===== config.mk =====
export PLATFORM = sky130hd
export DESIGN_NAME = tcm_lsu_master_flat
export DESIGN_NICKNAME = d
export VERILOG_FILES = /design/src/rtl/tcm_lsu_master_pkg.sv /design/src/rtl/tcm_lsu_master_if.sv /design/src/rtl/tcm_lsu_master_align.sv /design/src/rtl/tcm_lsu_master.sv /design/src/flat_wrapper.sv
export SDC_FILE = /design/constraint.sdc
export NUM_CORES = 1
export LEC_CHECK = 0
export CAP_MARGIN = 15
export CORE_ASPECT_RATIO = 1.2
export CORE_MARGIN = 4
export CORE_UTILIZATION = 50
export DETAILED_ROUTE_END_ITERATION = 8
export GPL_TIMING_DRIVEN = 1
export MAX_ROUTING_LAYER = met4
export PLACE_DENSITY_LB_ADDON = 0.15
export RECOVER_POWER = 100
export SYNTH_ARGS = -nofsm -noshare
export SYNTH_HDL_FRONTEND = slang
export SYNTH_SLANG_ARGS = --single-unit

===== constraint.sdc =====
create_clock -name i_clk -period 5.9 [get_ports i_clk]
set_input_delay 1.18 -clock i_clk [delete_from_list [all_inputs] [get_ports i_clk]]
set_output_delay 1.18 -clock i_clk [all_outputs]
set_load 0.02 [all_outputs]

===== src/rtl/tcm_lsu_master_pkg.sv =====
// Shared types and helpers for the TCM load/store initiator.
// The crossing-access behaviour is selected elsewhere by TCM_LSU_MISALIGN_SPLIT_EN.
package tcm_lsu_pkg;

  typedef enum logic [1:0] {
    SZ_B = 2'b00,
    SZ_H = 2'b01,
    SZ_W = 2'b10
  } size_t;

  typedef enum logic [2:0] {
    IDLE,
    ACC,
    WAIT,
    ACC2,
    WAIT2,
    RESP
  } state_t;

  // True when an access of this size starting at this byte lane spills into the next word.
  function automatic logic crosses_word(input logic [1:0] offset, input size_t size);
    case (size)
      SZ_H:    return offset == 2'd3;
      SZ_W:    return offset != 2'd0;
      default: return 1'b0;
    endcase
  endfunction

endpackage


===== src/rtl/tcm_lsu_master_if.sv =====
// Core-side request/response interface and TCM-side bus interface of the LSU.
interface tcm_lsu_core_if;
  logic        i_req;
  logic        o_ready;
  logic        i_we;
  logic [31:0] i_addr;
  logic [1:0]  i_size;
  logic        i_unsigned;
  logic [31:0] i_wdata;
  logic        o_rvalid;
  logic [31:0] o_rdata;
  logic        o_err;

  modport master (output i_req, i_we, i_addr, i_size, i_unsigned, i_wdata,
                  input  o_ready, o_rvalid, o_rdata, o_err);
  modport slave  (input  i_req, i_we, i_addr, i_size, i_unsigned, i_wdata,
                  output o_ready, o_rvalid, o_rdata, o_err);
endinterface

interface tcm_lsu_bus_if #(parameter int MEM_ADDR_WIDTH = 8);
  logic                      o_sel;
  logic [MEM_ADDR_WIDTH-1:0] o_addr;
  logic [3:0]                o_write;
  logic [31:0]               o_data;
  logic                      i_ack;
  logic [31:0]               i_data;

  modport master (output o_sel, o_addr, o_write, o_data,
                  input  i_ack, i_data);
  modport slave  (input  o_sel, o_addr, o_write, o_data,
                  output i_ack, i_data);
endinterface


===== src/rtl/tcm_lsu_master_align.sv =====
// Combinational lane steering: store strobes/data for both halves of a split access,
// and load extraction with sign/zero extension from a (possibly merged) pair of words.
module tcm_lsu_align
  import tcm_lsu_pkg::*;
(
  input  logic [1:0]  st_offset,
  input  size_t       st_size,
  input  logic [31:0] st_wdata,
  output logic [3:0]  st_strb_lo,
  output logic [3:0]  st_strb_hi,
  output logic [31:0] st_data_lo,
  output logic [31:0] st_data_hi,
  input  logic [31:0] ld_word_lo,
  input  logic [31:0] ld_word_hi,
  input  logic [1:0]  ld_offset,
  input  size_t       ld_size,
  input  logic        ld_unsigned,
  output logic [31:0] ld_result
);

  logic [7:0]  strb_base;
  logic [31:0] wmask;
  logic [7:0]  strb_full;
  logic [63:0] data_full;
  logic [31:0] rword;

  always_comb begin
    strb_base = 8'h0F;
    wmask     = 32'hFFFF_FFFF;
    case (st_size)
      SZ_B: begin strb_base = 8'h01; wmask = 32'h0000_00FF; end
      SZ_H: begin strb_base = 8'h03; wmask = 32'h0000_FFFF; end
      default: ;
    endcase
    // Lanes past byte 3 belong to the following word.
    strb_full  = strb_base << st_offset;
    data_full  = {32'h0, st_wdata & wmask} << {st_offset, 3'b000};
    st_strb_lo = strb_full[3:0];
    st_strb_hi = strb_full[7:4];
    st_data_lo = data_full[31:0];
    st_data_hi = data_full[63:32];

    rword = 32'({ld_word_hi, ld_word_lo} >> {ld_offset, 3'b000});
    case (ld_size)
      SZ_B:    ld_result = ld_unsigned ? {24'h0, rword[7:0]}  : {{24{rword[7]}}, rword[7:0]};
      SZ_H:    ld_result = ld_unsigned ? {16'h0, rword[15:0]} : {{16{rword[15]}}, rword[15:0]};
      default: ld_result = rword;
    endcase
  end

endmodule


===== src/rtl/tcm_lsu_master.sv =====
// Load/store initiator for the word-addressed TCM bus: one request per access, ack one cycle after sel.
// Define TCM_LSU_MISALIGN_SPLIT_EN to split word-crossing accesses into two bus cycles.
module tcm_lsu_master
  import tcm_lsu_pkg::*;
#(
  parameter int MEM_ADDR_WIDTH = 8
) (
  input  logic           i_clk,
  input  logic           i_reset,
  tcm_lsu_core_if.slave  core,
  tcm_lsu_bus_if.master  bus
);

`ifdef TCM_LSU_MISALIGN_SPLIT_EN
  localparam bit SPLIT_EN = 1'b1;
`else
  localparam bit SPLIT_EN = 1'b0;
`endif

  state_t                    state_q;
  logic                      we_q;
  logic [1:0]                off_q;
  size_t                     size_q;
  logic                      uns_q;
  logic [31:0]               wdata_q;
  logic [MEM_ADDR_WIDTH-1:0] waddr_q;
  logic [31:0]               word0_q;

  logic                      ready_q, rvalid_q, err_q, sel_q;
  logic [31:0]               rdata_q, data_q;
  logic [MEM_ADDR_WIDTH-1:0] addr_q;
  logic [3:0]                write_q;

  logic        idle;
  size_t       in_size;
  logic        in_illegal;
  logic [1:0]  st_off;
  size_t       st_size;
  logic [31:0] st_wdata;
  logic [3:0]  strb_lo, strb_hi;
  logic [31:0] sdata_lo, sdata_hi;
  logic [31:0] ld_lo, ld_result;
  logic        unused_addr_hi;

  assign unused_addr_hi = ^core.i_addr[31:MEM_ADDR_WIDTH+2];

  assign idle       = (state_q == IDLE);
  assign in_size    = size_t'(core.i_size);
  assign in_illegal = (core.i_size == 2'b11) ||
                      (!SPLIT_EN && crosses_word(core.i_addr[1:0], in_size));

  // Store lanes come from the live request at accept and from the captured one afterwards.
  assign st_off   = idle ? core.i_addr[1:0] : off_q;
  assign st_size  = idle ? in_size          : size_q;
  assign st_wdata = idle ? core.i_wdata     : wdata_q;
  assign ld_lo    = (state_q == WAIT2) ? word0_q : bus.i_data;

  tcm_lsu_align u_align (
    .st_offset   (st_off),
    .st_size     (st_size),
    .st_wdata    (st_wdata),
    .st_strb_lo  (strb_lo),
    .st_strb_hi  (strb_hi),
    .st_data_lo  (sdata_lo),
    .st_data_hi  (sdata_hi),
    .ld_word_lo  (ld_lo),
    .ld_word_hi  (bus.i_data),
    .ld_offset   (off_q),
    .ld_size     (size_q),
    .ld_unsigned (uns_q),
    .ld_result   (ld_result)
  );

  // Request capture: data fields only, no reset needed
  always_ff @(posedge i_clk) begin
    if (idle && core.i_req) begin
      we_q    <= core.i_we;
      off_q   <= core.i_addr[1:0];
      size_q  <= in_size;
      uns_q   <= core.i_unsigned;
      wdata_q <= core.i_wdata;
      waddr_q <= core.i_addr[MEM_ADDR_WIDTH+1:2];
    end
    if (state_q == WAIT && bus.i_ack) word0_q <= bus.i_data;
  end

  // FSM and registered outputs
  always_ff @(posedge i_clk) begin
    if (i_reset) begin
      state_q  <= IDLE;
      ready_q  <= 1'b1;
      rvalid_q <= 1'b0;
      rdata_q  <= '0;
      err_q    <= 1'b0;
      sel_q    <= 1'b0;
      addr_q   <= '0;
      write_q  <= '0;
      data_q   <= '0;
    end else begin
      sel_q    <= 1'b0;
      rvalid_q <= 1'b0;
      case (state_q)
        IDLE: if (core.i_req) begin
          ready_q <= 1'b0;
          if (in_illegal) begin
            state_q  <= RESP;
            rvalid_q <= 1'b1;
            err_q    <= 1'b1;
            rdata_q  <= '0;
          end else begin
            state_q <= ACC;
            sel_q   <= 1'b1;
            addr_q  <= core.i_addr[MEM_ADDR_WIDTH+1:2];
            write_q <= core.i_we ? strb_lo : 4'b0000;
            data_q  <= core.i_we ? sdata_lo : 32'h0;
          end
        end
        ACC: begin
          state_q <= WAIT;
          write_q <= '0;
        end
        WAIT: if (bus.i_ack) begin
          if (SPLIT_EN && crosses_word(off_q, size_q)) begin
            state_q <= ACC2;
            sel_q   <= 1'b1;
            addr_q  <= MEM_ADDR_WIDTH'(waddr_q + 1'b1);
            write_q <= we_q ? strb_hi : 4'b0000;
            data_q  <= we_q ? sdata_hi : 32'h0;
          end else begin
            state_q  <= RESP;
            rvalid_q <= 1'b1;
            err_q    <= 1'b0;
            rdata_q  <= we_q ? 32'h0 : ld_result;
          end
        end
        ACC2: begin
          state_q <= WAIT2;
          write_q <= '0;
        end
        WAIT2: if (bus.i_ack) begin
          state_q  <= RESP;
          rvalid_q <= 1'b1;
          err_q    <= 1'b0;
          rdata_q  <= we_q ? 32'h0 : ld_result;
        end
        default: begin
          state_q <= IDLE;
          ready_q <= 1'b1;
        end
      endcase
    end
  end

  assign core.o_ready  = ready_q;
  assign core.o_rvalid = rvalid_q;
  assign core.o_rdata  = rdata_q;
  assign core.o_err    = err_q;
  assign bus.o_sel     = sel_q;
  assign bus.o_addr    = addr_q;
  assign bus.o_write   = write_q;
  assign bus.o_data    = data_q;

endmodule


===== src/flat_wrapper.sv =====
// flat-port wrapper written by rule: the top's interface ports become plain ports
module tcm_lsu_master_flat import tcm_lsu_pkg::*;
#(
  parameter int MEM_ADDR_WIDTH = 8
)
  (i_clk, i_reset, core_i_req, core_i_we, core_i_addr, core_i_size, core_i_unsigned, core_i_wdata, core_o_ready, core_o_rvalid, core_o_rdata, core_o_err, bus_o_sel, bus_o_addr, bus_o_write, bus_o_data, bus_i_ack, bus_i_data);
  tcm_lsu_core_if core_i ();
  tcm_lsu_bus_if #(.MEM_ADDR_WIDTH(MEM_ADDR_WIDTH)) bus_i ();
  input  logic i_clk;
  input  logic i_reset;
  input wire logic [$bits(core_i.i_req)-1:0] core_i_req;
  input wire logic [$bits(core_i.i_we)-1:0] core_i_we;
  input wire logic [$bits(core_i.i_addr)-1:0] core_i_addr;
  input wire logic [$bits(core_i.i_size)-1:0] core_i_size;
  input wire logic [$bits(core_i.i_unsigned)-1:0] core_i_unsigned;
  input wire logic [$bits(core_i.i_wdata)-1:0] core_i_wdata;
  output wire logic [$bits(core_i.o_ready)-1:0] core_o_ready;
  output wire logic [$bits(core_i.o_rvalid)-1:0] core_o_rvalid;
  output wire logic [$bits(core_i.o_rdata)-1:0] core_o_rdata;
  output wire logic [$bits(core_i.o_err)-1:0] core_o_err;
  output wire logic [$bits(bus_i.o_sel)-1:0] bus_o_sel;
  output wire logic [$bits(bus_i.o_addr)-1:0] bus_o_addr;
  output wire logic [$bits(bus_i.o_write)-1:0] bus_o_write;
  output wire logic [$bits(bus_i.o_data)-1:0] bus_o_data;
  input wire logic [$bits(bus_i.i_ack)-1:0] bus_i_ack;
  input wire logic [$bits(bus_i.i_data)-1:0] bus_i_data;
  assign core_i.i_req = core_i_req;
  assign core_i.i_we = core_i_we;
  assign core_i.i_addr = core_i_addr;
  assign core_i.i_size = core_i_size;
  assign core_i.i_unsigned = core_i_unsigned;
  assign core_i.i_wdata = core_i_wdata;
  assign core_o_ready = core_i.o_ready;
  assign core_o_rvalid = core_i.o_rvalid;
  assign core_o_rdata = core_i.o_rdata;
  assign core_o_err = core_i.o_err;
  assign bus_o_sel = bus_i.o_sel;
  assign bus_o_addr = bus_i.o_addr;
  assign bus_o_write = bus_i.o_write;
  assign bus_o_data = bus_i.o_data;
  assign bus_i.i_ack = bus_i_ack;
  assign bus_i.i_data = bus_i_data;
  tcm_lsu_master #(.MEM_ADDR_WIDTH(MEM_ADDR_WIDTH)) u_core (.i_clk(i_clk), .i_reset(i_reset), .core(core_i), .bus(bus_i));
endmodule

* Word-level counts from Yosys, hierarchy flattened *
Cells that the tools add are included.

word-level totals
  latch bits = 0
  output and inout bits = 80
  memories = 0
  register bits after elaboration = 153
  ROM bits = 0
  RAM bits = 0

operators by class
  muxes and demuxes = 35
  bitwise logic cells = 5
  divide/modulo/power cells = 0
  order comparisons = 0
  $add $sub $neg = 0
  reductions and logical operators = 18
  $mul = 0
  shifts and indexed selects = 3
  equality and inequality tests = 14

operators with widths
  cell                                                  number
  2-to-1 mux 32 bit                                     9
  one-hot mux 32 bit (2 select lines)                   3
  right shift 64 x 5 -> 32 bit                          1
  bitwise AND 32 bit                                    1
  << shifter 32 x 5 -> 32 bit                           1
  one-hot mux 4 bit (2 select lines)                    2
  2-to-1 mux 4 bit                                      3
  one-hot mux 3 bit (4 select lines)                    1
  2-to-1 mux 3 bit                                      3
  2-to-1 mux 1 bit                                      8
  one-hot mux 1 bit (2 select lines)                    4
  equality test 2 x 1 -> 1 bit (second input constant)  3
  equality test 2 bit (second input constant)           3
  equality test 3 x 2 -> 1 bit (second input constant)  2
  inequality test 2 bit (second input constant)         3
  AND reduction 3 bit                                   2
  nonzero test 2 bit                                    3
  zero test 2 bit                                       2
  2-to-1 mux 2 bit                                      2
  NOT 1 bit                                             4
  AND reduction 2 bit                                   2
  AND reduction 4 bit                                   1
  OR reduction 2 bit                                    2
  OR reduction 4 bit                                    1
  8 further kinds                                       9

* Depth between registers and ports, before layout *
Gate-level depths: netlist (run 1).

  depth in word-level cells = 9
  gate-level depth with buffers = 10

* Hierarchy *
Synthesis (run 1) repeated with hierarchy kept, for this count alone.

unflattened totals
  cells, all modules = 798
  area total of the unflattened synthesis = 8430.6 µm²

modules (own cells, without submodules)
  module          area each (µm²)  cells each  times used
  tcm_lsu_master  6389.9           541         1
  tcm_lsu_align   2040.7           257         1

* Worst setup path after synthesis (run 1) *
Ideal clock, no wire load.

  kind = input-to-reg
  start = in bus_i_ack
  end = reg u_core.rdata_q[29], in the netlist u_core.core.o_rdata[29]
  path slack = 1297 ps
  arrival = 4484 ps
  required time = 5780 ps
  stages on the path = 7
  path through = nand2_1 -> nor3_1 -> a211oi_1 -> nor2b_1 -> clkbuf_1 -> buf_2 -> a211o_1

on the way
  word-level cells in the longest chain between the ends = 2

RTL lines
  item                                             line                   RTL
  from (decl)                                      flat_wrapper.sv:25     input wire logic [$bits(bus_i.i_ack)-1:0] bus_i_ack;
  inequality test 2 x 1 -> 1 bit (no source line)  --
  AND reduction 4 bit (no source line)             --
  to (signal assigned)                             tcm_lsu_master.sv:133  rdata_q <= we_q ? 32'h0 : ld_result;
  to (signal assigned)                             tcm_lsu_master.sv:144  rdata_q <= we_q ? 32'h0 : ld_result;
  to (decl)                                        tcm_lsu_master.sv:30   logic [31:0] rdata_q, data_q;

Every way passes these cells.
A chain may end at the register's enable or synchronous reset.

* Final worst setup path (run 1) *
  start = in core_i_size[1]
  end = reg u_core.data_q[27], in the netlist u_core.bus.o_data[27]

on the way
  word-level cells in the longest chain between the ends = 6
  elaborated cells on any way between the ends = 14

RTL lines
  item                                                             line                        RTL
  from (decl)                                                      flat_wrapper.sv:14          input wire logic [$bits(core_i.i_size)-1:0] core_i_size;
  2-to-1 mux 2 bit                                                 tcm_lsu_master.sv:54        assign st_size = idle ? in_size : size_q;
  equality test 2 x 1 -> 1 bit or zero test 2 bit (tied branches)  tcm_lsu_master_align.sv:30  case (st_size)
  one-hot mux 32 bit (2 select lines)                              tcm_lsu_master_align.sv:30
  bitwise AND 32 bit                                               tcm_lsu_master_align.sv:37  data_full = {32'h0, st_wdata & wmask} << {st_offset, 3'b000};
  << shifter 32 x 5 -> 32 bit                                      tcm_lsu_master_align.sv:37
  2-to-1 mux 32 bit                                                tcm_lsu_master.sv:115       data_q <= core.i_we ? sdata_lo : 32'h0;
  to (signal assigned)                                             tcm_lsu_master.sv:115
  to (signal assigned)                                             tcm_lsu_master.sv:128       data_q <= we_q ? sdata_hi : 32'h0;
  to (decl)                                                        tcm_lsu_master.sv:30

Several ways; a longest one is shown, not always the timed one.

==> results.json, run 1 <==
{
  "wl_per_cell_um": 20.5,
  "peakVddDrop_mv": 0.161,
  "place_inst": 956,
  "routed_wl_um": 20200,
  "gp_congestion": 0.901,
  "pre_cts_ws_ps": 1520,
  "instances_no_fill": 989,
  "cp-start-kind": "input pin",
  "crit_fanout": 24,
  "yosys_warnings": 0,
  "p_switching_mw": 0.821,
  "vias": 5852,
  "power.density_mw_per_mm2": 293,
  "slowest_stage": "or2_0",
  "cts_buffers": 17,
  "slew_headroom_pct": -37.3,
  "die_w_um": 119,
  "via_per_inst": 5.92,
  "nets": 882,
  "min_period_over_period_pct": 79.0,
  "clkSinkCount": 153,
  "ff2ff_path_depth": 6,
  "cp_slowest_stage_delay_ps": 1070,
  "power_mw": 2.82,
  "setup_slack_ps": 1240,
  "fmax_mhz": 215,
  "cts_max_level": 4,
  "grt_first_pass_wirelength_um": 31700,
  "hold_depth": 2,
  "insertion_delay_ps": 420,
  "hold_class": "register to register",
  "synth_area_mm2": 0.00743,
  "final_cell_area_mm2": 0.00963,
  "grt_max_degree": 50,
  "cts_resized": 0,
  "hold_violations": 0,
  "yosys.cell_types.count": 64,
  "cts_tree": "done",
  "seq_area_mm2": 0.00376,
  "status": "finished with violations",
  "overflow": 0,
  "syn_nets": 746,
  "synthFlopType": "dfxtp_1",
  "r2r_end": "u_core.core.o_rdata[23]",
  "combPwrFrac_pct": 21.4,
  "hold-worst-slack_ps": 450,
  "crit_required_ps": 6210,
  "syn_area_per_cell_um2": 11.6,
  "dp_hpwl_um": 14100,
  "pwr-share-seq_pct": 43.4,
  "grt_pass1_vias": 6128,
  "utilization_pct": 66.5,
  "r2r_slack_ps": 2630,
  "drive_gt1_share_pct": 9.01,
  "slew_viol_final": 33,
  "syn_inst": 639,
  "async_reset_ff_share_pct": 0,
  "drc": 0,
  "nFillCells": 1146,
  "clockBufferDepth": 2,
  "internal_power_mw": 2.00,
  "die_h_um": 142,
  "synth_edf_count": 70,
  "track_usage_pct": 24.4,
  "yosysSeqAreaShare_pct": 50.6,
  "path_cells": "dlygate4sd3_1 > ha_1 > nand2b_1 > o221ai_1 > or2_0 > nor2_1 > a22o_1",
  "setup_tns_ps": 0,
  "core_mm2": 0.0145,
  "clkPwrFrac_pct": 35.3,
  "port_buffers": 161,
  "cts_root_buf": "clkbuf_16",
  "worst_pin_slew_ps": 2060,
  "critPathCaptureType": "register",
  "firstDrtPassIters": 7,
  "floorplan.initialDensity_pct": 51.4,
  "num_rows": 48,
  "leakage_nw": 4.13,
  "fin_crit_ps": 4660,
  "path_buf_inv": 1,
  "drtIter0Drc": 414,
  "min_from": "u_core.bus.o_addr[4]",
  "maxCapViolCount": 1,
  "io_pins": 184,
  "clk_pin_slew_ps": 60,
  "ys_seq_elements": 153,
  "cp_data_arrival_time_ps": 4970,
  "clock-skew-final_ps": 7.35,
  "critPathKind": "input pin to register",
  "setup_viol": 0,
  "area_growth_pct": 29.5,
  "die_area_mm2": 0.0169,
  "critical-path-top-delay-family": "simple AND/OR/NAND/NOR gates",
  "violations": "max-capacitance violations, max-slew violations",
  "holdPathEnd": "u_core.bus.o_addr[4]",
  "rsz0062_at_grt": "false",
  "multi_input_area_mm2": 0.00330,
  "postCtsSetupBuffers": 0,
  "antenna_found_initial": 1,
  "ant_nets": 0,
  "ctsHoldBuffers": 0,
  "place_area_mm2": 0.00910,
  "r2r_start": "u_core.state_q[2]",
  "swShare_pct": 29.1
}
==> tightest hold or removal path: stages (launching register included) <==
cell	delay (ps)
dfxtp_1	300
nand2_1	50
a21oi_1	50
==> power by group through the flow <==
| stage | Clock (mW) | Sequential, mW | Combinational (mW) |
|---|---|---|---|
| after floorplan | 0 | 1.25 | 0.394 |
| after global placement | 0 | 1.24 | 0.605 |
| after detailed placement | 0 | 1.24 | 0.618 |
| after CTS | 1.02 | 1.22 | 0.623 |
| after global routing | 1.06 | 1.23 | 0.644 |
| final | 0.994 | 1.22 | 0.602 |
==> flip-flops by register name (all words and copies together), names as in the netlist, 2 cells and up <==
| signal | cells |
|---|---|
| u_core.state_q | 3 |
| u_core.bus.o_write | 4 |
| u_core.off_q | 2 |
| u_core.size_q | 2 |
| u_core.core.o_rdata | 32 |
| u_core.wdata_q | 32 |
| u_core.bus.o_addr | 8 |
| u_core.bus.o_data | 32 |
| u_core.word0_q | 32 |
==> cell usage after synthesis (all sizes together) (9+ instances only) <==
master	number	area, µm²
a211o	22	193
a21o	9	67.6
a21oi	16	80.1
a22o	22	193
a22oi	10	75.1
buf	30	191
clkbuf	25	95.1
dfxtp	83	1660
edfxtp	70	2100
inv	23	86.3
mux2i	83	847
mux4	9	203
nand2	38	143
nand3	13	65.1
nor2	25	93.8
nor2b	15	93.8
o211ai	10	80.1
o21ai	10	50.1
o22ai	13	81.3
o2bb2ai	17	149
==> how the worst max path moves through the flow <==
stage,from,to,slack [ps],cells after the start
3_5_place_dp,core_i_size[1],u_core.core.o_rdata[23],1520,8
6_report,core_i_size[1],u_core.bus.o_data[27],1240,7
4_1_cts,core_i_size[1],u_core.core.o_rdata[23],1940,8
5_1_grt,core_i_size[1],u_core.bus.o_data[27],1010,7
2_1_floorplan,bus_i_ack,u_core.core.o_rdata[29],1300,7
3_3_place_gp,core_i_size[1],u_core.core.o_rdata[23],1540,8
==> cells in the final DEF, fill, tap and decap left out, types with 4 or more instances in the layout <==
master / Yosys / routed
o2bb2ai_1: 17 / 17
o22ai_1: 13 / 13
nand2_1: 38 / 38
clkbuf_1: 24 / 4
o311a_1: 7 / 7
inv_1: 21 / 21
nor2b_1: 15 / 15
inv_4: 0 / 4
a31oi_1: 8 / 8
mux2i_1: 81 / 81
a21oi_1: 16 / 16
a211oi_1: 8 / 8
o211ai_1: 9 / 9
mux4_2: 9 / 9
clkbuf_16: 0 / 18
dfxtp_1: 83 / 83
o211a_1: 7 / 7
a22o_1: 22 / 22
nor2_1: 25 / 25
a211o_1: 22 / 22
a221o_1: 8 / 8
edfxtp_1: 70 / 70
nand3_1: 13 / 13
mux2_2: 8 / 8
dlygate4sd3_1: 0 / 153
buf_4: 3 / 9
clkinv_2: 0 / 5
clkdlybuf4s50_1: 0 / 8
a21o_1: 9 / 9
o21ai_0: 10 / 10
a22oi_1: 10 / 10
==> final cells by class <==
cell class | count | share of cell area (%)
antenna | 1 | 0.0260
clock buffer | 21 | 4.90
clock inverter | 11 | 0.702
inverter | 23 | 0.897
multi-input combinational | 408 | 34.3
sequential | 153 | 39.1
tap | 200 | 2.60
timing repair buffer | 172 | 17.5
==> cells by family after synthesis <==
logic type                 count (synthesis)  share of synthesized area, %
buffers and inverters                     78                          5.02
AOI/OAI and AO/OA                        178                          18.8
xor gates and xnor gates                   1                         0.118
DFF                                      153                          50.6
and+or+nand+nor                          126                          9.58
muxes                                    100                          15.3
adders and majority gates                  3                         0.505
==> metal layers <==
metal  GRT usage (%)  wire length, µm  vias up
li1                -                -     2742
met1            28.0             8160     2846
met2            42.0            10500      222
met3            3.99              931       42
met4            11.0              660        0
met5               -                0        -
(Power assumes the default switching activity.)
==> inputs of run 2 (changes only) <==
--- a/config.mk
+++ b/config.mk
@@ -8,7 +8,7 @@
 export CAP_MARGIN = 15
 export CORE_ASPECT_RATIO = 1.2
 export CORE_MARGIN = 4
-export CORE_UTILIZATION = 50
+export CORE_UTILIZATION = 45
 export DETAILED_ROUTE_END_ITERATION = 8
 export GPL_TIMING_DRIVEN = 1
 export MAX_ROUTING_LAYER = met4
==> constraint.sdc (replaced) <==
create_clock -name i_clk -period 4.25 [get_ports i_clk]
set_input_delay 0.85 -clock i_clk [delete_from_list [all_inputs] [get_ports i_clk]]
set_output_delay 0.85 -clock i_clk [all_outputs]
set_load 0.02 [all_outputs]
==> run 2 against run 1 <==
Effect of this change: clock skew rose by 5.6 ps; count of clock-buffer cells in the layout shrank 3; sequential power increased by 39%; the run still ends with max-capacitance violations, max-slew violations left; worst hold slack about the same; first-iteration DRC count down 10%.
==> results.json, run 2 (same netlist as run 1, synthesis figures left out) <==
{
  "status": "finished with violations",
  "violations": "max-capacitance violations, max-slew violations",
  "fmax_mhz": 287,
  "port_buffers": 161,
  "clkSinkCount": 153,
  "gp_congestion": 0.912,
  "routed_wl_um": 20700,
  "combPwrFrac_pct": 21.0,
  "die_w_um": 125,
  "grt_max_degree": 51,
  "cts_resized": 0,
  "core_mm2": 0.0162,
  "nFillCells": 1392,
  "slew_headroom_pct": -35.4,
  "critPathKind": "input pin to register",
  "postCtsSetupBuffers": 0,
  "path_cells": "dlygate4sd3_1 > inv_1 > ha_1 > nand2b_1 > o221ai_1 > a211oi_1 > nor2b_2 > clkbuf_2 > a2111o_1",
  "nets": 891,
  "pwr-share-seq_pct": 42.0,
  "die_h_um": 149,
  "vias": 5934,
  "hold_class": "register to register",
  "insertion_delay_ps": 430,
  "leakage_nw": 4.18,
  "slowest_stage": "dlygate4sd3_1",
  "utilization_pct": 60.1,
  "drive_gt1_share_pct": 10.3,
  "cp-start-kind": "input pin",
  "power_mw": 4.04,
  "setup_viol": 0,
  "dp_hpwl_um": 14600,
  "drc": 0,
  "cts_root_buf": "clkbuf_16",
  "clk_pin_slew_ps": 60,
  "hold_violations": 0,
  "antenna_found_initial": 2,
  "final_cell_area_mm2": 0.00975,
  "cts_tree": "done",
  "critical-path-top-delay-family": "buffers and inverters",
  "grt_first_pass_wirelength_um": 32700,
  "mostFrequentLayoutCell": "dlygate4sd3_1",
  "swShare_pct": 29.7,
  "drtIter0Drc": 371,
  "place_area_mm2": 0.00919,
  "peakVddDrop_mv": 0.273,
  "critPathCaptureType": "register",
  "floorplan.initialDensity_pct": 45.9,
  "cp_data_arrival_time_ps": 3790,
  "io_pins": 184,
  "p_switching_mw": 1.20,
  "maxCapViolCount": 1,
  "slew_viol_final": 33,
  "clkPwrFrac_pct": 37.0,
  "crit_fanout": 32,
  "cts_buffers": 17,
  "most-common-layout-cells": "dlygate4sd3_1 (151), dfxtp_1 (83), mux2i_1 (81), edfxtp_1 (70), nand2_1 (38)",
  "die_area_mm2": 0.0186,
  "internal_power_mw": 2.84,
  "rsz0062_at_grt": "false",
  "fin_crit_ps": 3490,
  "overflow": 0,
  "via_per_inst": 5.87,
  "clock-skew-final_ps": 12.9,
  "power.density_mw_per_mm2": 415,
  "ctsHoldBuffers": 0,
  "grt_pass1_vias": 6125,
  "clockBufferDepth": 2,
  "cts_max_level": 4,
  "hold-worst-slack_ps": 450,
  "num_rows": 51,
  "min_period_over_period_pct": 82.1,
  "crit_required_ps": 4550,
  "wl_per_cell_um": 20.5,
  "area_growth_pct": 31.1,
  "setup_tns_ps": 0,
  "seq_area_mm2": 0.00376,
  "path_buf_inv": 3,
  "multi_input_area_mm2": 0.00330,
  "cp_slowest_stage_delay_ps": 740,
  "ant_nets": 0,
  "firstDrtPassIters": 5,
  "worst_pin_slew_ps": 2030,
  "track_usage_pct": 22.8
}
## run 2: cell type report
class	instances	area share, %
sequential	153	38.6
multi-input combinational	408	33.8
timing repair buffer	181	17.9
clock buffer	18	4.62
tap	212	2.72
clock inverter	14	1.36
inverter	23	0.886
antenna	2	0.0513
## run 2: power groups by stage
| stage | clock network [mW] | registers, mW | logic, mW |
|---|---|---|---|
| after global placement | 0 | 1.72 | 0.863 |
| after CTS | 1.52 | 1.70 | 0.883 |
| after detailed placement | 0 | 1.73 | 0.879 |
| after global routing | 1.59 | 1.71 | 0.913 |
| final | 1.50 | 1.70 | 0.850 |
| after floorplan | 0 | 1.74 | 0.548 |
## run 2: worst paths after layout
check	slack (ps)	to	from	cells after the start
max	760	u_core.core.o_rdata[23]	core_i_size[0]	9
min	450	u_core.bus.o_data[25]	u_core.bus.o_data[25]	1
max reg2reg	1060	u_core.word0_q[17]	u_core.state_q[1]	3
min reg2reg	450	u_core.bus.o_data[25]	u_core.bus.o_data[25]	1
## run 2: per-stage QoR
stage          setup slack [ps]  instances
6_report                    761       1011
5_1_grt                     564       1011
4_1_cts                    1200       1009
3_5_place_dp                755        977
3_3_place_gp                806        977
2_1_floorplan              1000        639
## run 2: per-layer routing
metal | share of wire [%] | global-route usage (%) | vias up
li1 | - | - | 2758
met1 | 41 | 26.8 | 2897
met2 | 50 | 37.2 | 232
met3 | 5.3 | 6.02 | 47
met4 | 3.8 | 9.98 | 0
met5 | 0 | - | -
